**src/rtl/serial_adder.sv**
```systemverilog
// Digit-serial adder: adds two WIDTH-bit operands plus carry-in, DIGIT bits per clock.
// Optional subtract mode (a - b) is enabled by defining SERIAL_ADDER_SUB_EN.
//
// state    | meaning
// ST_IDLE  | waiting for start
// ST_RUN   | one digit per cycle, busy=1
// ST_FIN   | one-cycle done pulse, start accepted here as well
module serial_adder #(
  parameter int WIDTH = 8,
  parameter int DIGIT = 1
) (
  input  logic             clk,
  input  logic             rst,
  input  logic             start,
`ifdef SERIAL_ADDER_SUB_EN
  input  logic             sub,
`endif
  input  logic [WIDTH-1:0] a,
  input  logic [WIDTH-1:0] b,
  input  logic             ci,
  output logic             busy,
  output logic             done,
  output logic [WIDTH-1:0] s,
  output logic             co,
  output logic             ovf
);

  localparam int N     = WIDTH / DIGIT;
  localparam int CNT_W = $clog2(N) + 1;

  localparam logic [1:0] ST_IDLE = 2'd0;
  localparam logic [1:0] ST_RUN  = 2'd1;
  localparam logic [1:0] ST_FIN  = 2'd2;

  generate
    if (WIDTH < 1 || (WIDTH % DIGIT) != 0) begin : g_param_chk
      $error("serial_adder: WIDTH must be >= 1 and a multiple of DIGIT");
    end
  endgenerate

  logic [1:0]       state;
  logic [WIDTH-1:0] opa;
  logic [WIDTH-1:0] opb;
  logic             carry;
  logic [CNT_W-1:0] cnt;
  logic             am;
  logic             bm;

  logic [WIDTH-1:0] b_eff;
  logic             ci_eff;
  logic [DIGIT:0]   slice;
  logic [WIDTH-1:0] s_next;
  logic             last;

`ifdef SERIAL_ADDER_SUB_EN
  // Subtraction is a + ~b + 1; the caller's ci is ignored in that mode.
  assign b_eff  = sub ? ~b : b;
  assign ci_eff = sub ? 1'b1 : ci;
`else
  assign b_eff  = b;
  assign ci_eff = ci;
`endif

  assign slice  = {1'b0, opa[DIGIT-1:0]} + {1'b0, opb[DIGIT-1:0]} + (DIGIT+1)'(carry);
  // New digit enters at the MSB end; written as a shift so DIGIT==WIDTH stays legal.
  assign s_next = WIDTH'({slice[DIGIT-1:0], s} >> DIGIT);
  assign last   = (cnt == CNT_W'(N - 1));

  assign busy = (state == ST_RUN);
  assign done = (state == ST_FIN);

  always_ff @(posedge clk) begin
    if (rst) begin
      state <= ST_IDLE;
      opa   <= '0;
      opb   <= '0;
      carry <= 1'b0;
      cnt   <= '0;
      am    <= 1'b0;
      bm    <= 1'b0;
      s     <= '0;
      co    <= 1'b0;
      ovf   <= 1'b0;
    end else begin
      case (state)
        ST_IDLE, ST_FIN: begin
          if (start) begin
            opa   <= a;
            opb   <= b_eff;
            carry <= ci_eff;
            am    <= a[WIDTH-1];
            bm    <= b_eff[WIDTH-1];
            cnt   <= '0;
            state <= ST_RUN;
          end else begin
            state <= ST_IDLE;
          end
        end
        ST_RUN: begin
          carry <= slice[DIGIT];
          s     <= s_next;
          opa   <= opa >> DIGIT;
          opb   <= opb >> DIGIT;
          cnt   <= cnt + CNT_W'(1);
          if (last) begin
            state <= ST_FIN;
            co    <= slice[DIGIT];
            ovf   <= (am == bm) && (slice[DIGIT-1] != am);
          end
        end
        default: state <= ST_IDLE;
      endcase
    end
  end

endmodule

```
**config.mk**
```make
export PLATFORM = sky130hd
export DESIGN_NAME = serial_adder
export DESIGN_NICKNAME = d
export VERILOG_FILES = /design/src/rtl/serial_adder.sv
export SDC_FILE = /design/constraint.sdc
export NUM_CORES = 1
export LEC_CHECK = 0
export ABC_CLOCK_PERIOD_IN_PS = 2800
export CAP_MARGIN = 20
export CORE_MARGIN = 3
export CORE_UTILIZATION = 52
export CTS_CLUSTER_SIZE = 10
export DETAILED_ROUTE_END_ITERATION = 10
export GPL_ROUTABILITY_DRIVEN = 0
export PLACE_DENSITY = 0.83
export SLEW_MARGIN = 0
export SYNTH_ARGS = -nofsm -noshare
export SYNTH_HDL_FRONTEND = slang
export SYNTH_SLANG_ARGS = --single-unit
```
**constraint.sdc**
```tcl
create_clock -name clk -period 2.8 [get_ports clk]
set_input_delay 0.7 -clock clk [delete_from_list [all_inputs] [get_ports clk]]
set_output_delay 0.7 -clock clk [all_outputs]
set_load 0.05 [all_outputs]
```
# After elaboration in Yosys (flattened, before gate mapping)
# Index checks and enable logic that the tools add are counted.
# totals
reg_bits,35
inputBits,20
output_inout_bits,12
word_cells,38
# op_classes
addsub,3
eq_ne,7
muxes,11
n_reduce_logical,7
# ops
operator,n
$pmux 8 s2,2
$mux 8,2
$pmux 4 s2,1
$reduce_and 2->1,3
$add 4x1->4 const B,1
$eq 4x3->1 const B,1
$mux 4,1
$pmux 2 s2,1
$add 1x1->2,1
$add 2x1->2,1
$eq 2x1->1 const B,1
$eq 2x2->1 const B,1
$logic_not 2->1,1
$mux 1,2
$mux 2,1
$ne 2x1->1 const B,1
$ne 2x2->1 const B,1
$pmux 1 s2,1
$reduce_bool 2->1,1
$reduce_or 2->1,1
$eq 1x1->1,1
$logic_and 1x1->1,1
$ne 1x1->1,1

# Longest topological paths before layout
# depth
word_depth,4
depth_mapped,7
mapped_depth_nobuf,4

# Least setup slack after synthesis
# Ideal clock, no wire load.
# synth_path
path_kind,register -> output
start,register state[1]
end,output port done
t_arrival_ns,1.009
required_ns,2.100
path_slack_ns,1.091
stages_incl_launch_ff,2
n_path_buf,0
path_cell_list,dfxtp_1 nor2b_1
# synth_between
elab_chain_cells,1
# synth_lines
element,line,source
"start, declared",41,logic [1:0] state;
"start signal, assigned",74,state <= ST_IDLE;
"start signal, assigned",94,state <= ST_RUN;
"start signal, assigned",96,state <= ST_IDLE;
$eq 2x2->1,70,assign done = (state == ST_FIN);
"end, declared",22,"output logic done,"
# No other way between the ends.

# Worst setup path in the final report
# layout_path
start,register state[0]
end,output port done
# Same word-level chain as after synthesis.

==> impl_metrics.py <==
metrics = {
    "status": {
        "status": "completed",
    },
    "logic_synthesis": {
        "yosysTopAreaCell": "dfxtp_1",
        "synth-main-ff-cell": "dfxtp_1",
        "yosys.area.top_type_share_pct": 49.0,
        "syn_nets": 184,
        "synth_compound_area_share_pct": 21.3,
        "synthMuxAreaShare_pct": 2.10,
        "async_reset_ff_share_pct": 0,
        "synth_xor_area_share_pct": 0,
        "synth_common_cells": "dfxtp_1, a21oi_1, nand2_1",
        "ys_seq_area_share_pct": 49.0,
        "synth_area_leaders": "dfxtp_1, a21oi_1, a22oi_1",
        "yosys.cell_types.count": 26,
        "synth-simple-area-share_pct": 18.7,
        "synth_area_um2": 1430,
        "synth_edf_count": 0,
        "avgSynthCellArea_um2": 8.82,
        "ys_seq_elements": 35,
        "yosysWarnings": 0,
        "yosysMostFrequentCell": "dfxtp_1",
        "synth_top_family_by_area": "compound AO/OA/AOI/OAI gates",
        "syn_inst": 162,
        "synth_fa_ha_area_share_pct": 2.28,
    },
    "layout": {
        "final_layout_size_suffix_gt1_share_pct": 8.47,
        "final_core_util_pct": 69.3,
        "fillers": 220,
        "n_antenna_cell": 0,
        "area.growth.synth_to_final_pct": 23.5,
        "fin_nets": 210,
    },
    "critical_path": {
        "critPathLaunchType": "register",
        "r2r_start": "opa[0]",
        "rrSetupSlack_ns": 1.00,
        "ff2ff_path_depth": 4,
        "critPathRequiredTime_ns": 2.10,
        "crit_path_max_fanout": 4,
        "critical_path_class": "register to output port",
        "reg2reg_to": "ovf",
        "end_kind": "output port",
        "worstPathArrival_ns": 1.60,
    },
    "sta": {
        "fmaxAchievable_ghz": 0.436,
        "setup_viol": 0,
        "tightest_slew_ns": 0.809,
        "rsz0062_at_grt": "false",
        "finalSetupTns_ns": 0,
        "fin_crit_ns": 2.30,
        "finalHoldViolations": 0,
        "fin_skew_ns": 0.00676,
        "slew_headroom_pct": 46.1,
        "hold_slack_ns": 0.461,
        "fin_crit_sh_pct": 82.0,
        "slew_viol_final": 0,
    },
    "pwr": {
        "clockPowerShare_pct": 27.6,
        "combPwrFrac_pct": 14.8,
        "p_int_mw": 0.673,
        "p_leak_nw": 0.626,
        "p_total_mw": 0.928,
        "pwr-share-seq_pct": 57.6,
        "ir_worst_vdd_mv": 0.363,
        "p_switching_mw": 0.255,
        "swShare_pct": 27.5,
        "power_density_nw_per_um2": 526,
    },
    "routing": {
        "via_per_inst": 5.85,
        "totalWireLength_mm": 3.06,
        "drc": 0,
        "routedWlPerCell_um": 14.0,
        "initialDrtViolationCount": 72,
        "first_pass_iters": 4,
        "antenna_left": 0,
        "vias": 1281,
    },
    "placed_design": {
        "io_buffers": 31,
        "hpwlAfterDp_mm": 2.04,
    },
    "die": {
        "core_area_um2": 2540,
        "fp-row-count": 18,
        "fp.dieW_um": 58.4,
        "dieArea_um2": 3410,
        "initial_core_util_pct": 56.1,
        "top_level_ports": 32,
        "die_h_um": 58.4,
    },
    "grt": {
        "overflow": 0,
        "antenna_found_initial": 0,
        "first_global_vias": 1165,
        "track_usage_pct": 19.4,
        "grt_first_pass_wirelength_mm": 4.95,
        "grt_max_degree": 34,
    },
    "clocking": {
        "cts_tree": "done",
        "clockBufferDepth": 2,
        "post-cts-setup-buffers": 0,
        "root_buffer": "clkbuf_4",
        "cts.sinks": 35,
        "hold_buffers": 0,
        "clk_pin_slew_ns": 0.10,
        "htree_levels": 2,
        "clk_latency_ns": 0.34,
        "cts_inserted_buffers": 5,
        "ctsResizeCount": 0,
    },
    "min_path": {
        "hp-start": "s[0]",
        "holdPathEnd": "s[0]",
        "whs_path_depth": 2,
        "hold_class": "register to register",
    },
    "run": {
        "cap_violations": 0,
    },
}
-- kinds of logic (layout without fill, tap and decap cells) --
group                      count (synthesis)  in the layout
adders and majority gates                  2              2
and+or+nand+nor                           54             54
DFF                                       35             35
buffers and inverters                     17             44
muxes                                      2              2
AOI/OAI and AO/OA                         52             52
-- cell type report --
cell class | instances | area (µm²) | share of cell area, %
sequential | 35 | 701 | 39.7
multi-input combinational | 110 | 634 | 36.0
timing repair buffer | 34 | 330 | 18.7
clock buffer | 5 | 37.5 | 2.13
tap | 30 | 37.5 | 2.13
clock inverter | 3 | 15.0 | 0.851
inverter | 2 | 8.76 | 0.496
-- power by group through the flow --
stage          clock (mW)  sequential [mW]  combinational [mW]
4_1_cts             0.267            0.535               0.137
6_report            0.256            0.535               0.138
3_3_place_gp            0            0.545               0.133
3_5_place_dp            0            0.546               0.136
2_1_floorplan           0            0.548              0.0907
5_1_grt             0.294            0.538               0.150
-- per-layer routing --
| metal | track usage (%) | wire, µm | vias to the layer above |
|---|---|---|---|
| met3 | 6.58 | 217 | 8 |
| met2 | 32.4 | 1560 | 44 |
| met1 | 21.8 | 1220 | 605 |
| met4 | 9.93 | 65 | 0 |
| met5 | 0 | 0 | - |
| li1 | - | - | 624 |
-- how the worst max path moves through the flow --
stage	startpoint	end	depth (start not counted)
floorplan	state[1]	done	1
global placement	start	bm	5
detailed placement	start	opa[5]	5
CTS	state[0]	done	2
global route	state[0]	done	2
finish	state[0]	done	2
-- sequential cells by signal (all words and copies together), names as in the netlist --
name,cells
co,1
carry,1
ovf,1
opa,8
cnt,4
state,2
am,1
opb,8
bm,1
s,8
-- critical path, cell delays in order, from the launching register on --
cell	delay [ns]
dfxtp_1	0.35
nor2b_1	0.11
clkdlybuf4s50_1	0.80
-- cells in the final DEF (no fill, tap or decap), types with 2 or more instances in the layout --
cell type	instances
clkbuf_4	5
clkdlybuf4s50_1	30
clkinv_2	4
nor2b_1	2
dfxtp_1	35
nand3_1	19
nor2_1	2
buf_4	4
nand3b_1	2
mux2_4	2
a21oi_1	33
a22oi_1	15
nand2_1	21
o21ai_0	2
nand2b_1	3
-- through the flow --
stage               std cells  area, µm²  setup slack [ns]
finish                    219       1760             0.505
CTS                       219       1760             0.486
global placement          211       1710             0.555
detailed placement        211       1710             0.486
global route              219       1760             0.413
floorplan                 162       1430              1.09
(Power assumes the default switching activity.)
